<file path="src/rtl/reg_bank_loader.sv">
// Write controller for the NUMxBITS enable-register bank: streams a burst into
// registers 0..NUM-1 in order, or performs a single addressed write when idle.
//
// state | meaning
// IDLE  | waiting; single addressed writes accepted unless start is high
// LOAD  | accepting burst words, one per handshake, into register ptr
// DONE  | one-cycle frame completion, frame_done high
module reg_bank_loader #(
   parameter int unsigned BITS = 32,
   parameter int unsigned NUM = 7,
   localparam int unsigned PTR_W = $clog2(NUM)
) (
   input  logic             clk,
   input  logic             reset_n,
   input  logic             start,
   input  logic             abort,
   input  logic             s_valid,
   output logic             s_ready,
   input  logic [BITS-1:0]  s_data,
   input  logic             w_valid,
   output logic             w_ready,
   input  logic [PTR_W-1:0] w_addr,
   input  logic [BITS-1:0]  w_data,
   output logic [NUM-1:0]   en,
   output logic [BITS-1:0]  d,
   output logic             busy,
   output logic             frame_done,
   output logic             addr_err,
   output logic [PTR_W-1:0] ptr
);

   typedef enum logic [1:0] {IDLE, LOAD, DONE} state_t;

   localparam logic [PTR_W-1:0] LAST_PTR = PTR_W'(NUM - 1);
   localparam logic [NUM-1:0]   ONE = {{(NUM-1){1'b0}}, 1'b1};

   state_t state, state_nxt;
   logic   s_acc, w_acc, w_in_range, at_last;

   assign s_acc      = s_valid & s_ready;
   assign w_acc      = w_valid & w_ready;
   assign w_in_range = 32'(w_addr) < NUM;
   assign at_last    = (ptr == LAST_PTR);

   always_ff @(posedge clk) begin
      if (!reset_n) state <= IDLE;
      else          state <= state_nxt;
   end

   always_comb begin
      state_nxt = state;
      case (state)
         IDLE:    if (start) state_nxt = LOAD;
         LOAD:    if (s_acc && at_last) state_nxt = DONE;
         DONE:    state_nxt = IDLE;
         default: state_nxt = IDLE;
      endcase
      if (abort) state_nxt = IDLE;
   end

   always_comb begin
      s_ready = (state == LOAD);
      w_ready = (state == IDLE) && !start;
      busy    = (state != IDLE);
   end

   // Abort wins over any handshake in the same cycle, so nothing is written.
   always_ff @(posedge clk) begin
      if (!reset_n) begin
         en         <= '0;
         d          <= '0;
         ptr        <= '0;
         frame_done <= 1'b0;
         addr_err   <= 1'b0;
      end else begin
         en         <= '0;
         frame_done <= 1'b0;
         addr_err   <= 1'b0;
         if (abort) begin
            ptr <= '0;
         end else begin
            case (state)
               IDLE: begin
                  if (start) begin
                     ptr <= '0;
                  end else if (w_acc) begin
                     if (w_in_range) begin
                        en <= ONE << w_addr;
                        d  <= w_data;
                     end else begin
                        addr_err <= 1'b1;
                     end
                  end
               end
               LOAD: begin
                  if (s_acc) begin
                     en <= ONE << ptr;
                     d  <= s_data;
                     if (at_last) begin
                        ptr        <= '0;
                        frame_done <= 1'b1;
                     end else begin
                        ptr <= ptr + PTR_W'(1);
                     end
                  end
               end
               default: ;
            endcase
         end
      end
   end

endmodule

</file>
<file path="config.mk">
export PLATFORM = sky130hd
export DESIGN_NAME = reg_bank_loader
export DESIGN_NICKNAME = d
export VERILOG_FILES = /design/src/rtl/reg_bank_loader.sv
export SDC_FILE = /design/constraint.sdc
export NUM_CORES = 1
export LEC_CHECK = 0
export ABC_CLOCK_PERIOD_IN_PS = 1500
export BUFFER_PORTS_ARGS = -buffer_cell sky130_fd_sc_hd__buf_2
export CORE_MARGIN = 4
export CORE_UTILIZATION = 40
export DETAILED_ROUTE_END_ITERATION = 7
export MAX_ROUTING_LAYER = met4
export PLACE_DENSITY = 0.77
export SKIP_LAST_GASP = 1
export SLEW_MARGIN = 20
export SYNTH_ARGS = -nofsm -noshare
export SYNTH_HDL_FRONTEND = slang
export SYNTH_SLANG_ARGS = --single-unit
export TNS_END_PERCENT = 50
</file>
<file path="constraint.sdc">
create_clock -name clk -period 1.5 [get_ports clk]
set_input_delay 0.075 -clock clk [delete_from_list [all_inputs] [get_ports clk]]
set_output_delay 0.075 -clock clk [all_outputs]
set_load 0.02 [all_outputs]
</file>
==> results.md <==
* Status: complete, but fails checks
* Violated checks: negative setup slack
* CTS tree: yes
* Final Skew at 0.00184 ns
* Die H at 82.6 µm
* Cell Rows at 26
* Synth Register Bits at 46
* Post-DP HPWL at 4.19 mm
* Period utilization at 101%
* Hold Path Depth at 3
* Vias at 2140
* Core area at 5240 µm²
* Area growth, synth to finish at 38.2%
* Sink Count at 46
* Post-layout util at 58.8%
* Synth Instances at 220
* Hold endpoint: addr_err
* Crit-path max cell delay at 0.37 ns
* Drt via density at 5.21
* Full die area at 6830 µm²
* Drt first pass iters at 4
* Diode count at 0
* Place WS at 0.00563 ns
* Initial antenna violation count at 0
* Static leakage at 1.74 nW
* Nets at 416
* Starting DRC count in detailed routing at 110
* Crit Path Class: flip-flop to flip-flop
* Most frequent cells in the layout: 119 x buf_2, 44 x dfxtp_1, 37 x nand3_1
* Maximum buffer depth of the clock tree at 2
* Reg2reg end: d[21]
* I/O Buffers at 119
* Clock root cell: clkbuf_8
* Global router's overall resource usage at 17.0%
* Final hold slack at 0.0831 ns
* Cell area after synthesis at 2230 µm²
* Fmax at 657 MHz
* Min-delay src: w_addr[0]
* Antenna Nets Post-Route at 0
* Hold WC Path Type: primary input to flip-flop
* PD cells at 827 nW/µm²
* Post-CTS Hold Buffers at 0
* Maximum VDD drop at 0.474 mV
* I/O pins at 120
* Worst-path fanout max at 8
* Critical Path RT at 1.74 ns
* Multi-input gate area at 1170 µm²
* Wire length per cell at 14.5 µm
* Max-cap violations at 0
* Final RePlAce weighted congestion at 0.850
* Critical Path End Type: flip-flop
* CTS Buf Count at 5
* Clock period minus final worst setup slack at 1.52 ns
* CP max stage cell: dfxtp_4
* Htree depth at 2
* Synthesized area per cell at 10.1 µm²
* Initial core utilization at 42.5%
* RSZ-0062 raised after global routing: yes
* CP arrival at 1.76 ns
* Final setup fails at 24
* Number of global-route vias before repair at 1977
* First-pass GRT wire length at 8.79 mm
* DR DRC count at 0
* Min setup slack post-route at -0.0223 ns
* Rel. slew slack at 70.8%
* Worst slew pin tran at 0.428 ns
* Worst-path cell chain: buf_6, a2111oi_4, and2_4, clkbuf_16, o211a_1
* Final WL at 5.95 mm
* Register area at 926 µm²
* Largest net degree at the start of global routing at 33
* Share of cells above drive strength 1 at 44.0%
* Worst R2R Path Depth at 5
* Commonest non-fill, non-tap cell in the layout: buf_2
* Mapped Nets at 294
* Synth Warn # at 0
* Final hold viol count at 0
* Clk_lat worst skew at 0.29 ns
* CP Launch Type: flip-flop
* Netlist cell types at 39
* Clk pin slew, worst setup/hold paths at 0.08 ns
* Max-slew violations at 0
* Chip width at 82.6 µm
* R2r startpoint: state[0]
* GR Overflow Total at 0
* Fill cells at 481
* R2R setup slack at -0.02 ns
* Sequential fraction of the synthesis area at 41.3%
## per-stage QoR
step | instances | total power (W) | area (µm²) | TNS [ns]
after floorplan | 220 | 0.00162 | 2230 | -1.74
after global placement | 402 | 0.00181 | 2920 | 0
after detailed placement | 402 | 0.00182 | 2920 | 0
after CTS | 408 | 0.00255 | 3010 | -0.117
after global routing | 411 | 0.00266 | 3080 | -2.49
final | 411 | 0.00255 | 3080 | -0.243
## power by group
| group | internal [W] | switching [W] | leakage (nW) | total [W] |
|---|---|---|---|---|
| combinational | 0.000240 | 0.000274 | 1.32 | 0.000515 |
| sequential | 0.00127 | 0.0000252 | 0.375 | 0.00129 |
| clock | 0.000356 | 0.000382 | 0.0431 | 0.000737 |
| total | 0.00186 | 0.000681 | 1.74 | 0.00255 |
## how the worst max path moves through the flow
stage | start | endpoint | slack, ns | cells after the start
after floorplan | state[1] | d[0] | -0.06 | 6
after global placement | state[0] | d[29] | 0.009 | 5
after detailed placement | state[0] | d[2] | 0.006 | 5
after CTS | state[0] | d[15] | -0.02 | 5
after global routing | state[0] | d[21] | -0.09 | 5
final | state[0] | d[21] | -0.02 | 5
## cell type report
type                            count  share of cell area (%)
Timing Repair Buffer              134                    25.7
Clock buffer                        6                    2.68
Multi-Input combinational cell    150                    38.1
Sequential cell                    46                    30.1
Tap cell                           70                    2.84
Inverter                            5                   0.610
## layer usage
layer | track usage [%] | routed length (µm) | part of all wire, %
met1 | 19.8 | 2570 | 43
met2 | 28.0 | 2740 | 46
met3 | 4.01 | 500 | 8.4
met4 | 7.03 | 132 | 2.2
met5 | - | 0 | 0
## Yosys cell counts, drive strengths merged
library cell / instances / area [µm²]
a2111oi: 2 / 36.3
a21oi: 4 / 20.0
a22oi: 1 / 7.51
a31o: 1 / 8.76
a31oi: 1 / 6.26
and2: 3 / 18.8
and3: 1 / 6.26
and3b: 1 / 8.76
buf: 11 / 98.8
clkbuf: 8 / 30.0
dfxtp: 46 / 921
ha: 1 / 12.5
inv: 5 / 18.8
mux2i: 33 / 330
nand2: 4 / 15.0
nand2b: 1 / 6.26
nand3: 37 / 185
nand3b: 2 / 15.0
nor2: 8 / 30.0
nor2b: 3 / 21.3
nor3: 3 / 20.0
o211a: 32 / 320
o21a: 1 / 7.51
o21ai: 1 / 5.00
o21bai: 1 / 7.51
o32a: 1 / 10.0
o32ai: 1 / 8.76
or2: 2 / 12.5
or3: 2 / 12.5
or3b: 2 / 17.5
or4b: 1 / 10.0
## cells by family (layout without fill, tap and decap cells)
group / Yosys count / in the layout / synth area share (%)
buf+inv: 24 / 145 / 6.62
compound gates: 46 / 46 / 19.7
flops: 46 / 46 / 41.3
mux: 33 / 33 / 14.8
fa+ha+maj: 1 / 1 / 0.561
simple gates: 70 / 70 / 17.0
## flip-flops by register name, summed over array words and instances (netlist names)
name	cells
en	7
ptr	3
d	32
state	2
frame_done	1
addr_err	1
## critical path: cells and delay by family, from the launching register on
family          cells  cell delay (ns)
compound gates      2             0.51
simple gates        1             0.29
flops               1             0.37
buf+inv             2             0.30
## what timing repair did
item | in CTS | in global routing
hold endpoints to repair | 0 | 0
buffers inserted | 0 | 0
gates cloned | 0 | 3
gates resized for setup | 0 | 4
pin swaps | 0 | 1
endpoints found under the setup margin | 18 | 35
Note: power is estimated with default switching activity, not from simulation.
